### src/rtl/div_pkg.sv
// Shared types and constants for the div block.
package div_pkg;

    typedef enum logic [1:0] {
        IDLE = 2'd0,
        RUN  = 2'd1,
        FIX  = 2'd2
    } div_state_e;

    localparam int DIV_WIDTH = 32;
    localparam int DIV_CNT_W = $clog2(DIV_WIDTH);

endpackage

### src/rtl/div_iter.sv
// One combinational restoring-division step on magnitudes: shift {R,Q}, trial-subtract |B|.
module div_iter
    import div_pkg::*;
#(
    parameter int WIDTH = DIV_WIDTH
) (
    input  logic [WIDTH-1:0] i_r,
    input  logic [WIDTH-1:0] i_q,
    input  logic [WIDTH-1:0] i_absb,
    output logic [WIDTH-1:0] o_r,
    output logic [WIDTH-1:0] o_q
);

    logic [WIDTH:0] w_r_sh;
    logic [WIDTH:0] w_trial;

    // Shifted remainder kept at WIDTH+1 bits so |min_int| as divisor loses nothing.
    assign w_r_sh  = {i_r, i_q[WIDTH-1]};
    assign w_trial = w_r_sh - {1'b0, i_absb};

    always_comb begin
        o_r = w_trial[WIDTH] ? w_r_sh[WIDTH-1:0] : w_trial[WIDTH-1:0];
        o_q = {i_q[WIDTH-2:0], ~w_trial[WIDTH]};
    end

endmodule

### src/rtl/div.sv
// div: multi-cycle signed integer divider, one restoring iteration per clock, start/ready pulses.
// Define DIV_REMAINDER_EN to build the signed data_remainder output.
//
//   state | meaning
//   IDLE  | waiting for ctrl_DIV
//   RUN   | WIDTH restoring iterations, r_cnt = 0..WIDTH-1
//   FIX   | apply signs / exception override, pulse ready
module div
    import div_pkg::*;
#(
    parameter int WIDTH = DIV_WIDTH
) (
    input  logic             clock,
    input  logic             reset_n,
    input  logic             ctrl_DIV,
    input  logic [WIDTH-1:0] data_operandA,
    input  logic [WIDTH-1:0] data_operandB,
    output logic [WIDTH-1:0] data_result,
    output logic             data_exception,
    output logic             data_resultRDY
`ifdef DIV_REMAINDER_EN
   ,output logic [WIDTH-1:0] data_remainder
`endif
);

    localparam int CW = (WIDTH == DIV_WIDTH) ? DIV_CNT_W : $clog2(WIDTH);
    localparam logic [CW-1:0] LAST_CNT = CW'(WIDTH - 1);

    div_state_e       r_state;
    div_state_e       w_state_nxt;
    logic [CW-1:0]    r_cnt;
    logic [WIDTH-1:0] r_rem;
    logic [WIDTH-1:0] r_quo;
    logic [WIDTH-1:0] r_absb;
    logic             r_sign_q;
    logic             r_dz;
    logic             r_ovf;
    logic [WIDTH-1:0] r_result;
    logic             r_exc;
    logic             r_rdy;

    logic [WIDTH-1:0] w_abs_a;
    logic [WIDTH-1:0] w_abs_b;
    logic [WIDTH-1:0] w_min_int;
    logic             w_ovf;
    logic             w_err;
    logic [WIDTH-1:0] w_iter_r;
    logic [WIDTH-1:0] w_iter_q;

    // Unsigned magnitudes: -min_int wraps to 2^(WIDTH-1), which is exactly |min_int|.
    assign w_abs_a   = data_operandA[WIDTH-1] ? -data_operandA : data_operandA;
    assign w_abs_b   = data_operandB[WIDTH-1] ? -data_operandB : data_operandB;
    assign w_min_int = {1'b1, {(WIDTH-1){1'b0}}};
    assign w_ovf     = (data_operandA == w_min_int) && (data_operandB == {WIDTH{1'b1}});
    assign w_err     = r_dz | r_ovf;

    div_iter #(.WIDTH(WIDTH)) u_iter (
        .i_r    (r_rem),
        .i_q    (r_quo),
        .i_absb (r_absb),
        .o_r    (w_iter_r),
        .o_q    (w_iter_q)
    );

    always_ff @(posedge clock or negedge reset_n) begin
        if (!reset_n) r_state <= IDLE;
        else          r_state <= w_state_nxt;
    end

    always_comb begin
        w_state_nxt = r_state;
        if (ctrl_DIV) begin
            w_state_nxt = RUN;
        end else begin
            case (r_state)
                IDLE:    w_state_nxt = IDLE;
                RUN:     if (r_cnt == LAST_CNT) w_state_nxt = FIX;
                FIX:     w_state_nxt = IDLE;
                default: w_state_nxt = IDLE;
            endcase
        end
    end

`ifdef DIV_REMAINDER_EN
    logic             r_sign_r;
    logic [WIDTH-1:0] r_remainder;

    always_ff @(posedge clock or negedge reset_n) begin
        if (!reset_n) begin
            r_sign_r    <= 1'b0;
            r_remainder <= '0;
        end else if (ctrl_DIV) begin
            r_sign_r    <= data_operandA[WIDTH-1];
        end else if (r_state == FIX) begin
            r_remainder <= w_err ? '0 : (r_sign_r ? -r_rem : r_rem);
        end
    end

    assign data_remainder = r_remainder;
`endif

    // A start always wins, including over RUN and FIX, so an abort never pulses ready.
    always_ff @(posedge clock or negedge reset_n) begin
        if (!reset_n) begin
            r_cnt    <= '0;
            r_rem    <= '0;
            r_quo    <= '0;
            r_absb   <= '0;
            r_sign_q <= 1'b0;
            r_dz     <= 1'b0;
            r_ovf    <= 1'b0;
            r_result <= '0;
            r_exc    <= 1'b0;
            r_rdy    <= 1'b0;
        end else begin
            r_rdy <= 1'b0;
            if (ctrl_DIV) begin
                r_cnt    <= '0;
                r_rem    <= '0;
                r_quo    <= w_abs_a;
                r_absb   <= w_abs_b;
                r_sign_q <= data_operandA[WIDTH-1] ^ data_operandB[WIDTH-1];
                r_dz     <= (data_operandB == '0);
                r_ovf    <= w_ovf;
            end else begin
                case (r_state)
                    RUN: begin
                        r_rem <= w_iter_r;
                        r_quo <= w_iter_q;
                        r_cnt <= (r_cnt == LAST_CNT) ? '0 : r_cnt + CW'(1);
                    end
                    FIX: begin
                        r_result <= w_err ? '0 : (r_sign_q ? -r_quo : r_quo);
                        r_exc    <= w_err;
                        r_rdy    <= 1'b1;
                    end
                    default: ;
                endcase
            end
        end
    end

    assign data_result    = r_result;
    assign data_exception = r_exc;
    assign data_resultRDY = r_rdy;

endmodule

### config.mk
export PLATFORM = sky130hd
export DESIGN_NAME = div
export DESIGN_NICKNAME = d
export VERILOG_FILES = /design/src/rtl/div_pkg.sv /design/src/rtl/div_iter.sv /design/src/rtl/div.sv
export SDC_FILE = /design/constraint.sdc
export NUM_CORES = 1
export LEC_CHECK = 0
export CAP_MARGIN = 10
export CORE_MARGIN = 3
export CORE_UTILIZATION = 30
export DETAILED_ROUTE_END_ITERATION = 8
export PLACE_DENSITY = 0.52
export RECOVER_POWER = 100
export REMOVE_ABC_BUFFERS = 1
export SKIP_CTS_REPAIR_TIMING = 1
export SLEW_MARGIN = 30
export SYNTH_ARGS = -nofsm -noshare
export SYNTH_HDL_FRONTEND = slang
export SYNTH_HIERARCHICAL = 1
export SYNTH_SLANG_ARGS = --single-unit
### constraint.sdc
create_clock -name clock -period 8.3 [get_ports clock]
set_clock_uncertainty 0.05 [all_clocks]
set_input_delay 2.49 -clock clock [delete_from_list [all_inputs] [get_ports clock]]
set_output_delay 2.49 -clock clock [all_outputs]
set_load 0.005 [all_outputs]
Word level (Yosys, flattened, before mapping)

Cells that the tools add are included.

Add/sub/neg operators: 5
Multipliers: 0
Div/mod/pow operators: 0
Order comparisons: 0
Equal/unequal tests: 6
Shifts and indexed selects: 0
Mux-type cells: 17
Bitwise logic cells: 4
Reduce and logical (&&, ||, !) cells: 4

Operators with widths:

| kind                                                            | number |
|---|---|
| 32-bit two-way mux                                              | 9 |
| 32-bit negator                                                  | 3 |
| 32-bit == test, second input constant                           | 2 |
| 33-bit by 32-bit subtractor with 33-bit output                  | 1 |
| 32-bit zero test                                                | 1 |
| 5-bit two-way mux                                               | 3 |
| 2-bit two-way mux                                               | 3 |
| 5-bit by 1-bit adder with 5-bit output, second input constant   | 1 |
| 5-bit == test, second input constant                            | 1 |
| 3-bit != test, second input constant                            | 1 |
| 2-bit by 1-bit == test with 1-bit output, second input constant | 1 |
| 2-bit == test, second input constant                            | 1 |
| 1-bit two-way mux                                               | 2 |
| 1-bit NOT                                                       | 2 |
| 2-bit AND reduction                                             | 1 |
| 2-bit nonzero test                                              | 1 |
| 1-bit logical AND                                               | 1 |
| 1-bit OR                                                        | 1 |
| 1-bit bitwise XOR                                               | 1 |

Bits in registers: 140
Bits in latches: 0
Bits in writable memories: 0
Bits in read-only memories: 0
Bits of input ports: 67
Output and inout port bits: 34
Memories: 0

Logic depth before layout (Yosys ltp)

Depth after elaboration: 4
Depth in mapped cells: 17
Depth with buffers taken out: 15

By module

The synthesis kept the hierarchy.

By module, submodules not included:

| module   | instances | cells each | area each (sq um) | sequential area each (sq um) |
|---|---|---|---|---|
| div      | 1         | 859        | 7757.4            | 3503.4 |
| div_iter | 1         | 336        | 2591.2            | 0.0 |

Worst setup path before layout

Ideal clock, no wire load.

Path kind: input -> register
Start: in data_operandA[24]
End: reg r_quo[30]
Arrival time: 3.908 ns
Slack: 4.203 ns
Stages on the path: 5
Cell sequence: or4_4 > or3_1 > nor4_1 > and3_1 > a211oi_1

Longest elaborated chain between the ends: 3

RTL lines:

| what                 | RTL line   | source |
|---|---|---|
| from (decl)          | div.sv:16  | `input logic [WIDTH-1:0] data_operandA,` |
| 32-bit negator       | div.sv:51  | `assign w_abs_a = data_operandA[WIDTH-1] ? -data_operandA : data_operandA;` |
| 32-bit two-way mux   | div.sv:51  |  |
| 32-bit two-way mux   | div.sv:117 | `if (ctrl_DIV) begin` |
| to (signal assigned) | div.sv:120 | `r_quo <= w_abs_a;` |
| to (signal assigned) | div.sv:129 | `r_quo <= w_iter_q;` |
| to (decl)            | div.sv:33  | `logic [WIDTH-1:0] r_quo;` |

No other way between the ends.
A chain may end at the register's enable or synchronous reset.

==> results.md <==
- Post-DP HPWL: 20550 um
- Combinational power share: 42.4%
- Post-synthesis cell area: 10350 um2
- Post-DRT Antenna Nets: 0
- Final Cycle Share: 65.57%
- Synthesis-stage register bit count: 140
- Setup tns final: 0 ps
- Port bufs: 100
- Sw frac: 38.14%
- Worst Hold Launch: data_result[24]$_DFFE_PN0P_
- Final setup vio count: 0
- Worst-Margin Slew: 2914 ps
- Core Region: 33780 um2
- Reg2reg end: r_quo[0]$_DFFE_PN0P_
- Leakage: 5.156 nW
- I/O Pins: 101
- Die width: 191.7 um
- Hold depth: 2
- Clk pwr share: 27.3%
- Sequential area share after synthesis: 33.85%
- Commonest non-fill, non-tap cell in the layout: nand2_1
- Hold Path End: data_result[24]$_DFFE_PN0P_
- Post-synth top area cell: dfrtp_1
- Critical-path cell list: clkbuf_8 -> clkbuf_1
- Failing checks: max-capacitance violations, max-slew violations
- FF-to-FF path depth: 14
- Clock buffer depth: 2
- TritonCTS Buffers: 17
- Post-Route Utilization: 35.39%
- Final hold violations: 0
- Required time of the worst setup path: 8150 ps
- Setup ws final: 2858 ps
- CP top delay family: buffers and inverters
- Crit Path Max Fanout: 91
- Largest net degree at the start of global routing: 92
- Finished Layout Cells: 1694
- Top cell type's share of synthesized area: 33.85%
- Crit-path max cell delay: 2110 ps
- Max Freq: 183.8 MHz
- Int Pwr: 0.001838 W
- P per Cell Area: 248.4 nW/um2
- Iteration-0 DRC Markers: 488
- Reg2reg setup slack: 2970 ps
- CTS H-tree depth: 4
- Drt via density: 5.107
- DRC: 0
- Synth async-reset ratio: 100.0%
- Critical path startpoint category: input port
- DRT Wirelength: 28800 um
- GRT Total Usage: 15.88%
- Clock sinks: 140
- Sequential fraction of design power: 30.3%
- Worst min path class: register to register
- Yosys cell types: 76
- Critical path data arrival time: 5290 ps
- Register clock-pin slew on the reported worst setup and hold paths: 60 ps
- Starting Density: 30.63%
- Synth Flop Type: dfrtp_1
- Cell Rows: 67
- Max IR drop VDD: 169.8 uV
- Gr ovfl total: 0
- Slew Viols, Final: 105
- Max Cap Viol: 2
- Initial antenna violation count: 2
- Synth area leaders: dfrtp_1 34%, xor2_1 7.6%, a21oi_1 5.8%
- RSZ-0062 raised after global routing: no
- WP depth: 2
- DR vias: 8652
- YS warnings: 6
- Crit path kind: input port to asynchronous set/reset pin
- Post-Synthesis Cells: 1195
- Fillcell total: 3494
- Worst-skew pair later-pin latency: 430 ps
- Share of cells above drive strength 1: 6.029%
- Die Y: 191.7 um
- Fin nets: 1337
- Post-synth EDFFs: 0
- Vias in the first global route: 8467
- Psw: 0.001133 W
- Clk root buf: clkbuf_16
- Dpl cells: 1660
- Pre-CTS WS: 3419 ps
- Relative slew margins: -94.25%
- Wire length of the first global-routing pass: 46820 um
- Crit. End Element: asynchronous set/reset pin
- Drt pass-1 iters: 5
- Die ar.: 36760 um2
- Mean post-synth cell area: 8.660 um2
- Final min period: 5442 ps
- GPL Wtd Cong: 0.8447
- CP max stage cell: clkbuf_1
- CTS tree: yes
- Most frequent cells in the layout: 153 x nand2_1, 140 x dfrtp_1, 120 x a21oi_1
- Status: complete, but fails checks
- Area growth from synthesis to layout: 15.55%
- Buf/Inv on CP: 2
- R2R Path Start: r_quo[31]$_DFFE_PN0P_
- Wire length per cell: 17.00 um
## synthesized netlist by cell type (23+ instances only)
| cell | instances |
|---|---|
| a211oi_1 | 30 |
| xor2_1 | 90 |
| nand2_1 | 153 |
| dfrtp_1 | 140 |
| and2_1 | 26 |
| nor2_1 | 66 |
| inv_1 | 46 |
| clkbuf_1 | 45 |
| xnor2_1 | 23 |
| o31ai_1 | 33 |
| o21ai_0 | 76 |
| buf_4 | 34 |
| ha_1 | 38 |
| a21oi_1 | 119 |
## worst max path at each step
stage | start | end | slack, ps
floorplan | ctrl_DIV | data_result[0]$_DFFE_PN0P_ | 4210
global placement | data_operandA[24] | r_quo[30]$_DFFE_PN0P_ | 3460
detailed placement | data_operandA[2] | r_quo[21]$_DFFE_PN0P_ | 3420
CTS | data_operandA[1] | r_quo[24]$_DFFE_PN0P_ | 3860
global route | reset_n | r_rem[5]$_DFFE_PN0P_ | 2090
finish | reset_n | r_rem[5]$_DFFE_PN0P_ | 2860
## routing by layer
metal  GRT usage [%]  vias to the layer above  wire length [um]
li1                -                     4320                 -
met4           4.629                        0               495
met1           21.85                     4174             13860
met2           25.79                      135             13590
met5               0                        -                 0
met3           2.427                       23               851
## per-stage QoR
step	hold slack [ps]	cell area, um2	total power, W
after floorplan	423.3	9794	0.001958
after global placement	416.9	11440	0.002295
after detailed placement	419.8	11440	0.002303
after CTS	434.1	12050	0.003127
after global routing	459.3	11960	0.003193
final	424.1	11960	0.002971
## power by group through the flow
stage	registers, W	logic (W)	clock network (W)
after global routing	0.000922	0.00141	0.000859
after detailed placement	0.000915	0.00139	0
final	0.000901	0.00126	0.000811
after floorplan	0.000883	0.00108	0
after global placement	0.000913	0.00138	0
after CTS	0.000904	0.00139	0.000829
## flip-flops by register name (all words and copies together) (netlist names)
signal	count
data_result	32
r_absb	32
r_quo	32
r_rem	32
r_cnt	5
r_state	2
data_exception	1
data_resultRDY	1
r_dz	1
r_ovf	1
r_sign_q	1
## cells by family after synthesis
logic type,synth area share [%]
AND/OR/NAND/NOR,19.10
adder cells (fa/ha/maj),4.788
AO/OA/AOI/OAI,20.93
buffers and inverters,7.133
flip-flops,33.85
multiplexers,4.631
XOR/XNOR,9.564
## final cells by class
| cell class | count | area [um2] | share of cell area [%] |
|---|---|---|---|
| Sequential cell | 140 | 3503 | 29.30 |
| Antenna cell | 2 | 5.005 | 0.04185 |
| Clock inverter | 9 | 135.1 | 1.130 |
| Tap cell | 448 | 560.5 | 4.688 |
| Inverter | 47 | 183.9 | 1.538 |
| Clock buffer | 23 | 478.0 | 3.997 |
| Multi-Input combinational cell | 915 | 6022 | 50.36 |
| Timing Repair Buffer | 110 | 1070 | 8.946 |
Power figures use the tool's default switching activity.
